## src/rtl/ring_fifo_if.sv

```systemverilog
// Purpose: handshake and status bundle between a ring_fifo and the logic that uses it.
// Latency: none, wires only; the FIFO's one-cycle read latency appears on dataout/val.
// Backpressure: the producer watches full/almost_full and the consumer watches empty/almost_empty.
//
// Ports (master = FIFO user, slave = FIFO):
//   write, datain    : write request and write data           (master -> slave)
//   read             : read request                            (master -> slave)
//   err_clr          : synchronous clear of sticky error flags (master -> slave)
//   dataout, val     : registered read data and its valid pulse (slave -> master)
//   full, empty, almost_full, almost_empty, count : occupancy status (slave -> master)
//   overflow, underflow : sticky dropped-access flags          (slave -> master)
interface ring_fifo_if #(
  parameter int DATA_W = 8,
  parameter int DEPTH  = 4
);
  localparam int CW = $clog2(DEPTH + 1);

  logic              write;
  logic [DATA_W-1:0] datain;
  logic              read;
  logic              err_clr;
  logic [DATA_W-1:0] dataout;
  logic              val;
  logic              full;
  logic              empty;
  logic              almost_full;
  logic              almost_empty;
  logic [CW-1:0]     count;
  logic              overflow;
  logic              underflow;

  modport master (
    output write, datain, read, err_clr,
    input  dataout, val, full, empty, almost_full, almost_empty, count,
           overflow, underflow
  );

  modport slave (
    input  write, datain, read, err_clr,
    output dataout, val, full, empty, almost_full, almost_empty, count,
           overflow, underflow
  );
endinterface

```

## src/rtl/ring_fifo.sv

```systemverilog
// Purpose: circular-buffer FIFO of any DEPTH >= 2 with occupancy count and threshold flags.
// Latency: one cycle from the edge that accepts a read to dataout/val; flags follow count.
// Backpressure: writes to a full FIFO are dropped unless a read is accepted in the same cycle.
//
// Ports: clk (rising edge), reset (asynchronous, active-high), bus (ring_fifo_if.slave).
// Optional macro RING_FIFO_ERR_EN: when defined, overflow/underflow are sticky flags
// cleared by err_clr; when undefined they are tied low and err_clr is ignored.
module ring_fifo #(
  parameter int DATA_W = 8,
  parameter int DEPTH  = 4,
  parameter int AF_TH  = 3,
  parameter int AE_TH  = 1
) (
  input logic       clk,
  input logic       reset,
  ring_fifo_if.slave bus
);
  localparam int CW = $clog2(DEPTH + 1);
  localparam int PW = $clog2(DEPTH);

  localparam logic [PW-1:0] PTR_LAST = PW'(DEPTH - 1);
  localparam logic [CW-1:0] CNT_FULL = CW'(DEPTH);
  localparam logic [CW-1:0] CNT_AF   = CW'(AF_TH);
  localparam logic [CW-1:0] CNT_AE   = CW'(AE_TH);

  logic [DATA_W-1:0] mem [DEPTH];
  logic [PW-1:0]     wp;
  logic [PW-1:0]     rp;
  logic [CW-1:0]     count_q;
  logic [DATA_W-1:0] dataout_q;
  logic              val_q;

  logic full_w;
  logic empty_w;
  logic rd_ok;
  logic wr_ok;

  // Explicit wrap compare so non-power-of-two depths never index past the array.
  function automatic logic [PW-1:0] ptr_next(input logic [PW-1:0] p);
    return (p == PTR_LAST) ? '0 : p + PW'(1);
  endfunction

  assign full_w  = (count_q == CNT_FULL);
  assign empty_w = (count_q == '0);

  // A read frees a slot in the same cycle, so a full FIFO can still take a write
  // alongside it. An empty FIFO cannot bypass the incoming word to the read side.
  assign rd_ok = bus.read && !empty_w;
  assign wr_ok = bus.write && (!full_w || rd_ok);

  // Storage is deliberately left out of reset.
  always_ff @(posedge clk) begin
    if (wr_ok) begin
      mem[wp] <= bus.datain;
    end
  end

  always_ff @(posedge clk or posedge reset) begin
    if (reset) begin
      wp        <= '0;
      rp        <= '0;
      count_q   <= '0;
      dataout_q <= '0;
      val_q     <= 1'b0;
    end else begin
      if (wr_ok) begin
        wp <= ptr_next(wp);
      end
      if (rd_ok) begin
        dataout_q <= mem[rp];
        rp        <= ptr_next(rp);
      end
      val_q <= rd_ok;
      case ({wr_ok, rd_ok})
        2'b10:   count_q <= count_q + CW'(1);
        2'b01:   count_q <= count_q - CW'(1);
        default: count_q <= count_q;
      endcase
    end
  end

  assign bus.dataout      = dataout_q;
  assign bus.val          = val_q;
  assign bus.count        = count_q;
  assign bus.full         = full_w;
  assign bus.empty        = empty_w;
  assign bus.almost_full  = (count_q >= CNT_AF);
  assign bus.almost_empty = (count_q <= CNT_AE);

`ifdef RING_FIFO_ERR_EN
  logic overflow_q;
  logic underflow_q;

  // A new error in the same cycle as err_clr keeps the flag set.
  always_ff @(posedge clk or posedge reset) begin
    if (reset) begin
      overflow_q  <= 1'b0;
      underflow_q <= 1'b0;
    end else begin
      if (bus.write && full_w && !bus.read) begin
        overflow_q <= 1'b1;
      end else if (bus.err_clr) begin
        overflow_q <= 1'b0;
      end
      if (bus.read && empty_w) begin
        underflow_q <= 1'b1;
      end else if (bus.err_clr) begin
        underflow_q <= 1'b0;
      end
    end
  end

  assign bus.overflow  = overflow_q;
  assign bus.underflow = underflow_q;
`else
  logic unused_err_clr;
  assign unused_err_clr = bus.err_clr;
  assign bus.overflow   = 1'b0;
  assign bus.underflow  = 1'b0;
`endif

endmodule

```

## src/flat_wrapper.sv

```systemverilog
// flat-port wrapper written by rule: the top's interface ports become plain ports
module ring_fifo_flat 
#(
  parameter int DATA_W = 8,
  parameter int DEPTH  = 4,
  parameter int AF_TH  = 3,
  parameter int AE_TH  = 1
)
  (clk, reset, bus_write, bus_datain, bus_read, bus_err_clr, bus_dataout, bus_val, bus_full, bus_empty, bus_almost_full, bus_almost_empty, bus_count, bus_overflow, bus_underflow);
  ring_fifo_if #(.DATA_W(DATA_W), .DEPTH(DEPTH)) bus_i ();
  input logic clk;
  input logic reset;
  input wire logic [$bits(bus_i.write)-1:0] bus_write;
  input wire logic [$bits(bus_i.datain)-1:0] bus_datain;
  input wire logic [$bits(bus_i.read)-1:0] bus_read;
  input wire logic [$bits(bus_i.err_clr)-1:0] bus_err_clr;
  output wire logic [$bits(bus_i.dataout)-1:0] bus_dataout;
  output wire logic [$bits(bus_i.val)-1:0] bus_val;
  output wire logic [$bits(bus_i.full)-1:0] bus_full;
  output wire logic [$bits(bus_i.empty)-1:0] bus_empty;
  output wire logic [$bits(bus_i.almost_full)-1:0] bus_almost_full;
  output wire logic [$bits(bus_i.almost_empty)-1:0] bus_almost_empty;
  output wire logic [$bits(bus_i.count)-1:0] bus_count;
  output wire logic [$bits(bus_i.overflow)-1:0] bus_overflow;
  output wire logic [$bits(bus_i.underflow)-1:0] bus_underflow;
  assign bus_i.write = bus_write;
  assign bus_i.datain = bus_datain;
  assign bus_i.read = bus_read;
  assign bus_i.err_clr = bus_err_clr;
  assign bus_dataout = bus_i.dataout;
  assign bus_val = bus_i.val;
  assign bus_full = bus_i.full;
  assign bus_empty = bus_i.empty;
  assign bus_almost_full = bus_i.almost_full;
  assign bus_almost_empty = bus_i.almost_empty;
  assign bus_count = bus_i.count;
  assign bus_overflow = bus_i.overflow;
  assign bus_underflow = bus_i.underflow;
  ring_fifo #(.DATA_W(DATA_W), .DEPTH(DEPTH), .AF_TH(AF_TH), .AE_TH(AE_TH)) u_core (.clk(clk), .reset(reset), .bus(bus_i));
endmodule
```

## config.mk

```make
export PLATFORM = sky130hd
export DESIGN_NAME = ring_fifo_flat
export DESIGN_NICKNAME = d
export VERILOG_FILES = /design/src/rtl/ring_fifo_if.sv /design/src/rtl/ring_fifo.sv /design/src/flat_wrapper.sv
export SDC_FILE = /design/constraint.sdc
export NUM_CORES = 1
export LEC_CHECK = 0
export ABC_AREA = 1
export CAP_MARGIN = 20
export CELL_PAD_IN_SITES_DETAIL_PLACEMENT = 1
export CELL_PAD_IN_SITES_GLOBAL_PLACEMENT = 2
export CORE_ASPECT_RATIO = 1.4
export CORE_MARGIN = 1.5
export CORE_UTILIZATION = 31
export DETAILED_ROUTE_END_ITERATION = 8
export GPL_TIMING_DRIVEN = 0
export PLACE_DENSITY = 0.84
export SLEW_MARGIN = 20
export SYNTH_ARGS = -nofsm -noshare
export SYNTH_HDL_FRONTEND = slang
export SYNTH_SLANG_ARGS = --single-unit
export TNS_END_PERCENT = 50
```

## constraint.sdc

```tcl
create_clock -name clk -period 1.7 [get_ports clk]
set_input_delay 0.51 -clock clk [delete_from_list [all_inputs] [get_ports clk]]
set_output_delay 0.51 -clock clk [all_outputs]
set_load 0.1 [all_outputs]
```

==> results of run 1 <==
[per-stage QoR]
stage                     worst slack [ps]  std cells  TNS, ps  hold slack (ps)
after CTS                             -327        340    -2010              488
after global placement                -876        326   -24920              465
final                                 -306        345     -772              487
after detailed placement              -893        326   -24930              469
after global routing                  -357        345    -1420              517
after floorplan                       -234        207    -1910              424
[metal layers]
layer  part of all wire [%]  global-route usage (%)
met5                      0                       0
met4                    1.1                    4.27
met3                    3.2                    3.08
met2                     54                    25.9
met1                     42                    16.8
[final cells by class]
class | instances | share of cell area [%]
Multi-Input combinational cell | 133 | 26.3
Timing Repair Buffer | 38 | 13.6
Tap cell | 92 | 3.94
Inverter | 19 | 2.96
Sequential cell | 48 | 47.0
Clock buffer | 7 | 3.34
Buffer | 7 | 1.76
Clock inverter | 1 | 1.03
[worst paths after layout]
path	startpoint	slack, ps	endpoint	cells after the start
max reg2reg	u_core.bus.count[1]	30	u_core.mem[3][1]	8
min in group asynchronous	reset	590	u_core.bus.val	2
min	u_core.bus.dataout[1]	490	u_core.bus.dataout[1]	2
min reg2reg	u_core.bus.dataout[1]	490	u_core.bus.dataout[1]	2
max in group asynchronous	reset	630	u_core.bus.count[0]	2
max	u_core.bus.count[1]	-310	bus_almost_full	5
[critical path: stages, from the launching register on]
cell and delay [ps]:
dfrtp_4 530, ha_4 180, ha_4 150, nor2_4 100, o21ai_4 70, buf_12 160
[cells by family after synthesis]
group	after synthesis	synth area share (%)
AO/OA/AOI/OAI	24	6.63
AND/OR/NAND/NOR	98	19.0
adder cells (fa/ha/maj)	9	5.24
other	1	0.174
buffers and inverters	26	5.70
flip-flops	48	63.3
[flip-flops by register name, indices dropped and copies added (netlist names)]
register	cells
u_core.wp	2
u_core.bus.dataout	8
u_core.mem	32
u_core.bus.val	1
u_core.rp	2
u_core.bus.count	3
[cells in the mapped netlist]
cell type and n:
o21ai_4 1, nand4_1 1, edfxtp_1 32, conb_1 1, o21ai_0 12, buf_4 4
dfrtp_1 16, ha_1 9, nor2_1 40, nand3_1 4, inv_2 4, nand2_4 2
buf_2 2, nand2_2 2, o21ai_1 7, buf_6 1, nand3_2 2, inv_1 15
nand2_1 47, a21oi_4 1, a21oi_1 3
[timing repair]
action                     CTS  global route
setup buffers                6             5
cloned                       0             0
gates resized for setup    109             5
pin swaps                    4             6
setup endpoints to repair   48            41
==> summary.md, run 1 <==
| Metric | Value |
|---|---|
| Die area | `0.00745 mm2` |
| Synth Instances | `206` |
| Layout Cell Area excl Fill | `0.00292 mm2` |
| Clock root buffer | `clkbuf_8` |
| CTS tree | `done` |
| Maxcap violations | `0` |
| Final period utilization | `118%` |
| Worst Path Arrival | `1500 ps` |
| Multi-input gate area | `769 um2` |
| Synth-to-Final Area Change | `35.8%` |
| PortBufs | `27` |
| Final WL | `4.97 mm` |
| Final Util | `43.9%` |
| WL/cell | `14.4 um` |
| Outcome | `finished with violations` |
| Hold crit path type | `reg -> reg` |
| Largest net degree at the start of global routing | `17` |
| Req. time, crit path | `1190 ps` |
| Slew of the pin with the lowest slew margin | `638 ps` |
| Initial antenna violation count | `0` |
| Max clock buf depth | `2` |
| Relative slew slack | `57.4%` |
| CP startpoint kind | `register` |
| Clock H-tree levels | `2` |
| Initial core utilization | `32.3%` |
| Number of synthesized register bits | `48` |
| First-pass GRT wire length | `7.93 mm` |
| GRT overflow | `0` |
| Die Y | `102 um` |
| Layout cells sized above 1 | `27.7%` |
| Gr usage total | `14.4%` |
| Final worst path period need | `2010 ps` |
| Critical path class | `reg -> out` |
| Die Span X | `73.4 um` |
| Final hold vios | `0` |
| Most common cell after layout, fill and taps aside | `nand2_1` |
| Num CTS Buffers | `5` |
| Clock transition at the registers of the reported paths | `90 ps` |
| Cts-stage hold buffer count | `0` |
| Sequential Area | `0.00137 mm2` |
| Maximum clock rate | `499 MHz` |
| Yosys cell types | `21` |
| Antenna fix cells | `0` |
| CP endpoint kind | `output pin` |
| YS warnings | `0` |
| # setup viols final | `5` |
| Post-synthesis sequential area ratio | `63.3%` |
| Routed vias/inst | `4.47` |
| Final Skew | `10.3 ps` |
| Antenna violation net count after detailed routing | `0` |
| DP HPWL | `3.29 mm` |
| Dpl cell area | `0.00261 mm2` |
| RSZ-0062 raised after global routing | `true` |
| Most frequent cells in the layout | `nand2_1, nor2_1, edfxtp_1, dfrtp_1, buf_2` |
| Total clock sinks | `48` |
| Largest cells by area after synthesis | `edfxtp_1, dfrtp_1, nand2_1` |
| Critical path fanouts, max | `5` |
| Post-route setup slack | `-306 ps` |
| Failing checks | `negative setup slack` |
| Boundary Pins | `31` |
| FP Rows | `35` |
| Post-Syn Area | `0.00215 mm2` |
| Vias in the first global route | `1585` |
| Core area | `0.00666 mm2` |
| Iter 0 DRT Violations | `41` |
| Synth area leader | `edfxtp_1` |
| Worst skew pair latency | `300 ps` |
| Synth Area per Inst | `10.4 um2` |
| Fin. max-slew vios | `0` |
| DRC Markers | `0` |
| Detailed Routing Iterations Pass 1 | `4` |
| Synth top area share | `44.7%` |
| Fillcell total | `761` |
| Layout net count | `274` |
| Gpl congestion | `0.729` |
| Total number of vias | `1542` |
Power of run 1 is left out: the tool's default activity adds up to more than one toggle a clock period on the data nets, which glitch-free logic cannot reach.
==> inputs of run 2 (changes only) <==
--- a/config.mk
+++ b/config.mk
@@ -12,6 +12,7 @@
 export CORE_ASPECT_RATIO = 1.4
 export CORE_MARGIN = 1.5
 export CORE_UTILIZATION = 31
+export CTS_CLUSTER_SIZE = 24
 export DETAILED_ROUTE_END_ITERATION = 8
 export GPL_TIMING_DRIVEN = 0
 export PLACE_DENSITY = 0.84
==> results of run 2 <==
Final layout, timing and power as in run 1 (identical DEF).
Power of run 2 is left out for the same reason.
